`config.mk`:
```
export PLATFORM = sky130hd
export DESIGN_NAME = imem_loader
export DESIGN_NICKNAME = d
export VERILOG_FILES = /design/src/rtl/imem_loader.sv
export SDC_FILE = /design/constraint.sdc
export NUM_CORES = 1
export LEC_CHECK = 0
export CORE_MARGIN = 2
export CORE_UTILIZATION = 58
export DETAILED_ROUTE_END_ITERATION = 6
export DONT_BUFFER_PORTS = 1
export PLACE_DENSITY = 0.74
export SLEW_MARGIN = 25
export SYNTH_ARGS = -nofsm -noshare
export SYNTH_HDL_FRONTEND = slang
export SYNTH_SLANG_ARGS = --single-unit
```
`constraint.sdc`:
```
create_clock -name clk -period 4.7 [get_ports clk]
set_clock_uncertainty 0.05 [all_clocks]
set_input_delay 0.94 -clock clk [delete_from_list [all_inputs] [get_ports clk]]
set_output_delay 0.94 -clock clk [all_outputs]
set_load 0.02 [all_outputs]
```
`src/rtl/imem_loader.sv`:
```
// imem_loader: boot-time instruction memory writer.
// Receives a little-endian byte stream with an 8-byte header (start address, word
// count). It writes the image one 32-bit word per strobe and holds the core in
// reset until the last write has retired.
module imem_loader #(
  parameter int MEM_WORDS = 1024
) (
  input  logic        clk,
  input  logic        reset,
  input  logic        load_start,
  input  logic        in_valid,
  input  logic [7:0]  in_data,
  output logic        in_ready,
  output logic        imem_we,
  output logic [31:0] imem_addr,
  output logic [31:0] imem_wdata,
  output logic        core_reset,
  output logic [31:0] pc_init,
  output logic        load_done,
  output logic        load_error
);

  typedef enum logic [2:0] {S_HDR, S_DATA, S_DRAIN, S_DONE, S_ERROR} state_t;

  // Top of the legal byte range, kept 35 bits wide so the header check never wraps.
  localparam logic [34:0] MEM_BYTES = 35'(MEM_WORDS) << 2;

  state_t      state;
  state_t      state_nxt;
  logic [2:0]  hdr_cnt;
  logic [55:0] hdr;
  logic [1:0]  byte_cnt;
  logic [23:0] word;
  logic [31:0] wr_ptr;
  logic [31:0] remaining;

  logic        fire;
  logic [63:0] hdr_full;
  logic [31:0] hdr_start;
  logic [31:0] hdr_count;
  logic [34:0] hdr_end;
  logic        hdr_bad;
  logic        hdr_last;
  logic        word_last;

  // Decode the header as it completes and flag the final byte of each word.
  always_comb begin
    fire      = in_valid && in_ready;
    hdr_full  = {in_data, hdr};
    hdr_start = hdr_full[31:0];
    hdr_count = hdr_full[63:32];
    hdr_end   = {3'b000, hdr_start} + {1'b0, hdr_count, 2'b00};
    hdr_bad   = (hdr_start[1:0] != 2'b00) || (hdr_end > MEM_BYTES);
    hdr_last  = fire && (state == S_HDR) && (hdr_cnt == 3'd7);
    word_last = fire && (state == S_DATA) && (byte_cnt == 2'd3);
  end

  // Next-state logic; load_start overrides every other transition.
  always_comb begin
    state_nxt = state;
    case (state)
      S_HDR: begin
        if (hdr_last) begin
          if (hdr_bad)                 state_nxt = S_ERROR;
          else if (hdr_count == 32'd0) state_nxt = S_DRAIN;
          else                         state_nxt = S_DATA;
        end
      end
      S_DATA: begin
        if (word_last && (remaining == 32'd1)) state_nxt = S_DRAIN;
      end
      S_DRAIN: state_nxt = S_DONE;
      default: state_nxt = state;
    endcase
    if (load_start) state_nxt = S_HDR;
  end

  // State register.
  always_ff @(posedge clk) begin
    if (reset) state <= S_HDR;
    else       state <= state_nxt;
  end

  // Registered outputs plus the header/word assembly datapath.
  always_ff @(posedge clk) begin
    if (reset) begin
      in_ready   <= 1'b1;
      core_reset <= 1'b1;
      load_done  <= 1'b0;
      load_error <= 1'b0;
      imem_we    <= 1'b0;
      imem_addr  <= 32'd0;
      imem_wdata <= 32'd0;
      pc_init    <= 32'd0;
      hdr_cnt    <= 3'd0;
      byte_cnt   <= 2'd0;
      hdr        <= 56'd0;
      word       <= 24'd0;
      wr_ptr     <= 32'd0;
      remaining  <= 32'd0;
    end else begin
      in_ready   <= (state_nxt == S_HDR) || (state_nxt == S_DATA);
      core_reset <= (state_nxt != S_DONE);
      load_done  <= (state_nxt == S_DONE);
      load_error <= (state_nxt == S_ERROR);
      imem_we    <= 1'b0;
      if (load_start) begin
        // A byte arriving alongside load_start is consumed and dropped.
        hdr_cnt  <= 3'd0;
        byte_cnt <= 2'd0;
      end else if (fire && (state == S_HDR)) begin
        hdr     <= hdr_full[63:8];
        hdr_cnt <= hdr_cnt + 3'd1;
        if (hdr_last && !hdr_bad) begin
          wr_ptr    <= hdr_start;
          remaining <= hdr_count;
          pc_init   <= hdr_start;
        end
      end else if (fire && (state == S_DATA)) begin
        word     <= {in_data, word[23:8]};
        byte_cnt <= byte_cnt + 2'd1;
        if (word_last) begin
          imem_we    <= 1'b1;
          imem_addr  <= wr_ptr;
          imem_wdata <= {in_data, word};
          wr_ptr     <= wr_ptr + 32'd4;
          remaining  <= remaining - 32'd1;
        end
      end
    end
  end

endmodule

```
## After elaboration in Yosys (flattened, before gate mapping)

Index checks and enable logic that the tools add are counted.

- Add/sub/neg operators: 5
- $lt $le $gt $ge: 1
- Equality and inequality tests: 10
- Muxes and demuxes: 15
- Bitwise operators: 3
- Reductions and logical operators: 24

Operators with widths:

| operator | number |
|---|---|
| $mux W32 | 8 |
| $add A32 B34 Y35 | 1 |
| $gt A35 B13 Y1 const B | 1 |
| $add A32 B3 Y32 const B | 1 |
| $eq A32 B1 Y1 const B | 1 |
| $logic_not A32 Y1 | 1 |
| $sub A32 B1 Y32 const B | 1 |
| $mux W3 | 4 |
| $pmux W3 S3 | 1 |
| $reduce_and A4 Y1 | 2 |
| $logic_and A1 B1 Y1 | 7 |
| $eq A3 B1 Y1 const B | 2 |
| $eq A3 B2 Y1 const B | 2 |
| $eq A3 B3 Y1 const B | 2 |
| $logic_not A3 Y1 | 2 |
| $reduce_and A3 Y1 | 2 |
| $reduce_bool A2 Y1 | 3 |
| $reduce_and A2 Y1 | 2 |
| $reduce_or A4 Y1 | 1 |
| $add A3 B1 Y3 const B | 1 |
| $ne A3 B2 Y1 const B | 1 |
| $not A1 Y1 | 3 |
| $add A2 B1 Y2 const B | 1 |
| $eq A2 B2 Y1 const B | 1 |
| 6 further kinds | 7 |

- Register bits: 253
- Input port bits: 12
- Logic and storage cells: 73

## Longest topological paths before layout

Gate-level depths: netlist of the first run.

- Depth after elaboration: 9
- Mapped depth: 15

## Least setup slack after synthesis of the first run

Ideal clock, no wire load.

- Path type: input-to-reg
- Start point: input in_data[2]
- End point: register pc_init[2]
- Setup time: 0.128 ns
- Arrival time: 3.793 ns
- Data required time: 4.522 ns
- Slack: 0.729 ns
- Cell stages on the path: 12
- Buffers on the path: 2
- Path through: ha_1 > clkbuf_1 > a211o_1 > a21o_1 > a21oi_2 > or3b_2 > a32oi_1 > nand4_2 > nor4_4 > buf_6 > mux2i_1 > nor2_1

- Longest elaborated chain between the ends: 6

RTL lines:

| what | line | RTL |
|---|---|---|
| start: declaration | 12 | `input logic [7:0] in_data,` |
| $add A32 B34 Y35 | 52 | `hdr_end = {3'b000, hdr_start} + {1'b0, hdr_count, 2'b00};` |
| $gt A35 B13 Y1 | 53 | `hdr_bad = (hdr_start[1:0] != 2'b00) \|\| (hdr_end > MEM_BYTES);` |
| $logic_or A1 B1 Y1 | 53 |  |
| $logic_not A1 Y1 | 114 | `if (hdr_last && !hdr_bad) begin` |
| $logic_and A1 B1 Y1 | 114 |  |
| $reduce_and A3 Y1 (no line) | -- |  |
| end signal: assignment | 117 | `pc_init <= hdr_start;` |
| end: declaration | 18 | `output logic [31:0] pc_init,` |

Every way passes these cells.
A chain may end at the register's enable or synchronous reset.

## Final worst setup path of the first run

- Start point: register hdr[44]
- End point: register core_reset

- Longest elaborated chain between the ends: 8
- Elaborated cells between the ends (all ways): 10

RTL lines:

| what | line | RTL |
|---|---|---|
| start: declaration | 31 | `logic [55:0] hdr;` |
| start signal: assignment | 112 | `hdr <= hdr_full[63:8];` |
| $add A32 B34 Y35 | 52 |  |
| $gt A35 B13 Y1 | 53 |  |
| $logic_or A1 B1 Y1 | 53 |  |
| $mux W3 (*) | 64 | `if (hdr_bad) state_nxt = S_ERROR;` |
| $mux W3 (*) | 63 | `if (hdr_last) begin` |
| $pmux W3 S3 (*) | 61 | `case (state)` |
| $mux W3 (*) | 75 | `if (load_start) state_nxt = S_HDR;` |
| $ne A3 B2 Y1 (*) | 103 | `core_reset <= (state_nxt != S_DONE);` |
| end signal: assignment | 103 |  |
| end: declaration | 17 | `output logic core_reset,` |

Mark *: on every way between the ends. The rest lies on a longest branch, timed or not.

==> impl_metrics.csv, run 1 <==
group,metric,value,unit
timing,max_freq,229,MHz
drt,routedWlPerCell,20.0,um
global_routing,overflow,0,
cts,cts.sink_count,253,
floorplanning,die_area,23700,um2
min_path,min_to,"word[3]",
place,place_area,13200,um2
pwr,p_leak,5.08,nW
layout,final-instance-count-excl-fill,1978,
cts,cts_tree,"done",
drt,vias_per_cell,6.41,
pwr,switchingPower,1.03,mW
drt,ant_nets,0,
place,post-place-ws,0.355,ns
setup_path,crit_arrival,4.73,ns
pwr,p_comb_share,3.8,%
synthesis,synth_nets,1795,
floorplanning,rows,54,
run_status,status,"completed",
synthesis,yosys-top-cells-area,"dfxtp_1, nand2_1, a21oi_1",
place,routabilityCongestion,0.947,
setup_path,start_kind,"register",
timing,slew_headroom,30.4,%
floorplanning,core,22000,um2
place,placed_cells,1929,
drt,vias,12700,
pwr,clkPwrFrac,48.5,%
global_routing,grt_max_degree,200,
global_routing,grt_pass1_vias,11600,
pwr,p_sw_share,22.8,%
layout,syn2layout_area_growth,8.21,%
pwr,irDropWorstVdd,0.000280,V
pwr,powerDensity,320,nW/um2
timing,worst_pin_slew,1.04,ns
synthesis,yosysTopAreaCell,"dfxtp_1",
cts,cts_root_buf,"clkbuf_16",
timing,worst_slack,0.328,ns
cts,clk_pin_slew,0.06,ns
cts,cts_made_buffers,27,
setup_path,reg2reg_to,"core_reset",
pwr,seqPwrFrac,47.7,%
timing,final-hold-violation-count,0,
pwr,intPower,3.49,mW
cts,clk_latency,0.55,ns
place,dpl.hpwl,27.0,mm
timing,holdWs,0.404,ns
timing,rsz0062_at_grt,"no",
layout,final_cell_area,14100,um2
synthesis,netlist_area,13000,um2
synthesis,synthArstFlopShare,0,%
drt,drt-initial-drc-count,1327,
synthesis,synth_warnings,0,
floorplanning,chipWidth,154,um
setup_path,end_kind,"register",
drt,drc_errors,0,
cts,ctsLongestPathBuffers,3,
global_routing,track_usage,32.6,%
synthesis,syn_inst,1746,
drt,dr.pass1.iters,6,
synthesis,synth_edf_count,0,
place,io_buffers,0,
min_path,hp-class,"reg -> reg",
pwr,power.total,4.52,mW
synthesis,ys_seq_area_share,38.8,%
synthesis,synth_ff_type,"dfxtp_1",
synthesis,synth_cell_types,84,
setup_path,worstSetupPathType,"reg -> reg",
job,max_cap_viol_count,0,
cts,cts_hold_buf,0,
timing,slew_violations,0,
timing,finalCriticalPeriod,4.37,ns
setup_path,crit_fanout,8,
drt,postRouteWirelength,39.6,mm
setup_path,worstPathRequired,5.05,ns
cts,cts_max_level,1,
layout,post-route-util,64.3,%
timing,tns,0,ns
setup_path,rrSetupSlack,0.33,ns
timing,setup_viol,0,
min_path,hp-start,"word[3]",
global_routing,antenna_found_initial,1,
synthesis,avgSynthCellArea,7.47,um2
floorplanning,fp.dieH,154,um
setup_path,r2r_cells,10,
layout,drive_above_1_share,6.78,%
timing,min_period_over_period,93.0,%
min_path,hold_depth,2,
layout,layout.nets,1727,
floorplanning,ios,113,
synthesis,ys_ff_latch,253,
global_routing,grt_pass1_wl,63.2,mm
setup_path,reg2reg_from,"hdr[44]",
floorplanning,start_util,59.4,%
synthesis,synth_top_cell_area_share,38.8,%
layer usage:
metal | wire, um | up-vias | part of all wire (%) | GRT usage [%]
met5 | 0 | - | 0 | 0
met4 | 1700 | 0 | 4.3 | 13.5
met3 | 3600 | 101 | 9.1 | 6.31
met1 | 16800 | 5889 | 42 | 44.4
li1 | - | 6058 | - | -
met2 | 17500 | 632 | 44 | 51.0
worst max-delay path, cell delays in order (launching register included):
cell,delay [ns]
dfxtp_1,0.48
ha_1,0.39
a21o_1,0.25
a31oi_1,0.42
nand3_1,0.26
o21ai_1,0.24
mux2_2,0.37
or4_1,0.66
nor3_4,0.34
a21boi_1,0.20
or4b_1,0.56
power by group through the flow:
stage	Sequential, mW	Combinational, mW	Clock, mW
after floorplan	2.20	0.152	0
after global placement	2.21	0.164	0
after detailed placement	2.21	0.165	0
after CTS	2.16	0.166	2.21
after global routing	2.16	0.185	2.29
final	2.16	0.170	2.19
area by class of cell:
cell class,count,area (um2)
tap,280,350
antenna,1,2.50
sequential,253,5060
fill,1944,7840
multi-input combinational,1347,7430
clock inverter,13,170
timing repair buffer,34,293
clock buffer,35,746
inverter,15,56.3
flip-flops by register name, summed over array words and instances (netlist names):
name and flops:
pc_init 32, imem_addr 32, in_ready 1, wr_ptr 32, imem_wdata 32, hdr_cnt 3, hdr 56, byte_cnt 2
core_reset 1, imem_we 1, remaining 32, state 3, word 24, load_error 1, load_done 1
worst max-delay path by stage:
stage | start | end | slack (ns) | cells after the start
after CTS | hdr[44] | core_reset | 0.33 | 10
final | hdr[44] | core_reset | 0.33 | 10
after floorplan | in_data[2] | pc_init[2] | 0.73 | 12
after global placement | in_data[1] | core_reset | 0.31 | 11
after global routing | hdr[2] | core_reset | 0.01 | 12
after detailed placement | in_data[0] | core_reset | 0.36 | 10
kinds of logic after synthesis:
kind of cell / synth area share (%)
buf+inv: 4.60
fa+ha+maj: 3.61
flops: 38.8
xor+xnor: 0.806
simple gates: 25.6
mux: 2.55
compound gates: 24.0
cells in the final DEF, fill, tap and decap left out, types with 27 or more instances in the layout:
master	netlist	final
nand3_1	71	71
ha_1	36	36
mux2i_1	31	31
nor2_1	124	121
o21ai_0	117	117
a21oi_1	249	249
dfxtp_1	253	253
nor3_1	30	30
buf_4	1	31
nand2_1	376	374
clkbuf_16	0	27
what timing repair did:
item | 4_1_cts | 5_1_grt
buffers inserted | 0 | 0
gates resized for setup | 0 | 1
setup endpoints to repair | 0 | 1
endpoints found under the hold margin | 0 | 0
cell usage after synthesis, types with 9 or more instances:
master	n
o21ai_1	9
and3_1	15
buf_2	20
a21oi_1	249
and2_1	11
o31ai_1	17
or3_1	15
nand4_1	24
a31oi_1	22
a21o_1	11
o21a_1	12
a211oi_1	10
nand3_1	71
dfxtp_1	253
nor4_1	19
ha_1	36
clkbuf_1	98
a22o_1	9
nor3_1	30
nand2b_1	10
nand2_1	376
nor2_1	124
o21ai_0	117
inv_1	15
mux2i_1	31
o41ai_1	10
(Power assumes the default switching activity.)
==> run 2: changes to the inputs <==
- CTS_BUF_LIST: unset -> sky130_fd_sc_hd__clkbuf_4 sky130_fd_sc_hd__clkbuf_8
- SETUP_SLACK_MARGIN: unset -> 0.5
- TNS_END_PERCENT: unset -> 20
==> impl_metrics.csv, run 2 (synthesis results as in run 1) <==
group,metric,value,unit
setup_path,crit_family,"simple AND/OR/NAND/NOR gates",
global_routing,grt_max_degree,200,
drt,routedWlPerCell,20.2,um
floorplanning,start_util,59.4,%
drt,drc_errors,0,
cts,cts_tree,"done",
cts,clk_latency,0.57,ns
setup_path,crit_fanout,6,
timing,max_freq,247,MHz
layout,layout.nets,1749,
job,max_cap_viol_count,0,
floorplanning,fp.dieH,154,um
layout,drive_above_1_share,10.0,%
global_routing,grt_pass1_vias,11600,
run_status,status,"completed",
layout,diodes,0,
drt,vias_per_cell,6.40,
place,dpl.hpwl,27.0,mm
place,routabilityCongestion,0.947,
global_routing,track_usage,32.9,%
setup_path,worstPathCellList,"ha_1 -> a21oi_2 -> nand2_1 -> o21ai_1 -> nand3_1 -> o21ai_1 -> mux2_2 -> or4_4 -> nor3_4 -> a21boi_1 -> or4b_1",
setup_path,start_kind,"register",
timing,slew_violations,0,
timing,worst_slack,0.652,ns
timing,worst_pin_slew,1.03,ns
cts,cts.sink_count,253,
setup_path,crit_path_frequent_cell,"o21ai_1",
timing,min_period_over_period,86.1,%
timing,finalCriticalPeriod,4.05,ns
drt,postRouteWirelength,40.7,mm
min_path,hp-class,"reg -> reg",
setup_path,worstSetupPathType,"reg -> reg",
drt,ant_nets,0,
timing,final-hold-violation-count,0,
global_routing,grt_pass1_wl,63.5,mm
global_routing,antenna_found_initial,0,
place,io_buffers,0,
floorplanning,core,22000,um2
setup_path,crit_arrival,4.44,ns
place,post-place-ws,0.355,ns
pwr,powerDensity,327,nW/um2
floorplanning,rows,54,
drt,drt-initial-drc-count,1460,
setup_path,end_kind,"register",
floorplanning,ios,113,
floorplanning,chipWidth,154,um
timing,slew_headroom,31.3,%
layout,largest_reg_flops,56,
cts,cts_hold_buf,0,
setup_path,cpPeakStageDelay,0.56,ns
cts,cts_max_level,2,
floorplanning,die_area,23700,um2
global_routing,overflow,0,
layout,layout_common_cells,"nand2_1, dfxtp_1, a21oi_1",
setup_path,crit_buf_inv,0,
timing,rsz0062_at_grt,"yes",
layout,layout_commonest_cell,"nand2_1",
cts,ctsLongestPathBuffers,3,
drt,vias,12900,
setup_path,crit_slowest_cell,"or4_4",
timing,setup_viol,0,
layout,top_register,"hdr",
timing,tns,0,ns
pwr,p_leak,5.26,nW
setup_path,worstPathRequired,5.09,ns
drt,dr.pass1.iters,6,
cts,cts_made_buffers,42,
pwr,irDropWorstVdd,0.000234,V
cts,cts_root_buf,"clkbuf_8",
layout,syn2layout_area_growth,10.6,%
cts,clk_pin_slew,0.06,ns
run 2: worst reg2reg max path, stage by stage (launching register included):
cell      delay (ns)
dfxtp_1         0.48
ha_1            0.37
a21oi_2         0.21
nand2_1         0.14
o21ai_1         0.29
nand3_1         0.23
o21ai_1         0.24
mux2_2          0.39
or4_4           0.56
nor3_4          0.25
a21boi_1        0.17
or4b_1          0.53
run 2: timing repair:
item,4_1_cts,5_1_grt
hold endpoints to repair,0,0
gates cloned,0,2
resized for setup,3,21
pin swaps,1,5
setup endpoints to repair,1,99
setup buffers,1,4
run 2: stage by stage:
step / instances / power [mW] / instance area [um2] / hold WS, ns / util (%)
floorplan: 1746 / 2.35 / 13000 / 0.381 / -
global placement: 1929 / 2.37 / 13200 / 0.393 / 60.1
detailed placement: 1929 / 2.37 / 13200 / 0.394 / 60.1
CTS: 2008 / 4.72 / 14300 / 0.384 / 65.0
global route: 2014 / 4.84 / 14400 / 0.384 / 65.7
finish: 2014 / 4.72 / 14400 / 0.405 / 65.7
run 2: final timing paths:
check           from          to  slack, ns  cells past startpoint
min reg2reg  word[4]     word[4]       0.41                      2
max reg2reg  hdr[36]  core_reset       0.65                     11
min          word[4]     word[4]       0.41                      2
max          hdr[36]  core_reset       0.65                     11
run 2: power breakdown:
part	leakage, nW	internal [mW]	switching (mW)
clock	0.549	1.43	0.958
combinational	2.67	0.0522	0.123
sequential	2.04	2.15	0.00900
total	5.26	3.63	1.09
run 2: final cells by class:
type                            instances  area, um2
Clock buffer                           64        837
Inverter                               15       56.3
Fill cell                            1901       7530
Sequential cell                       253       5070
Tap cell                              280        350
Timing Repair Buffer                   41        388
Clock inverter                         14        220
Multi-Input combinational cell       1347       7510
run 2: routing by layer:
layer  wire length [um]  GRT usage, %  up-vias
li1                   -             -     6116
met1              17400          44.9     6036
met2              18100          51.4      638
met3               3780          6.76      100
met4               1410          13.0        0
met5                  0             0        -
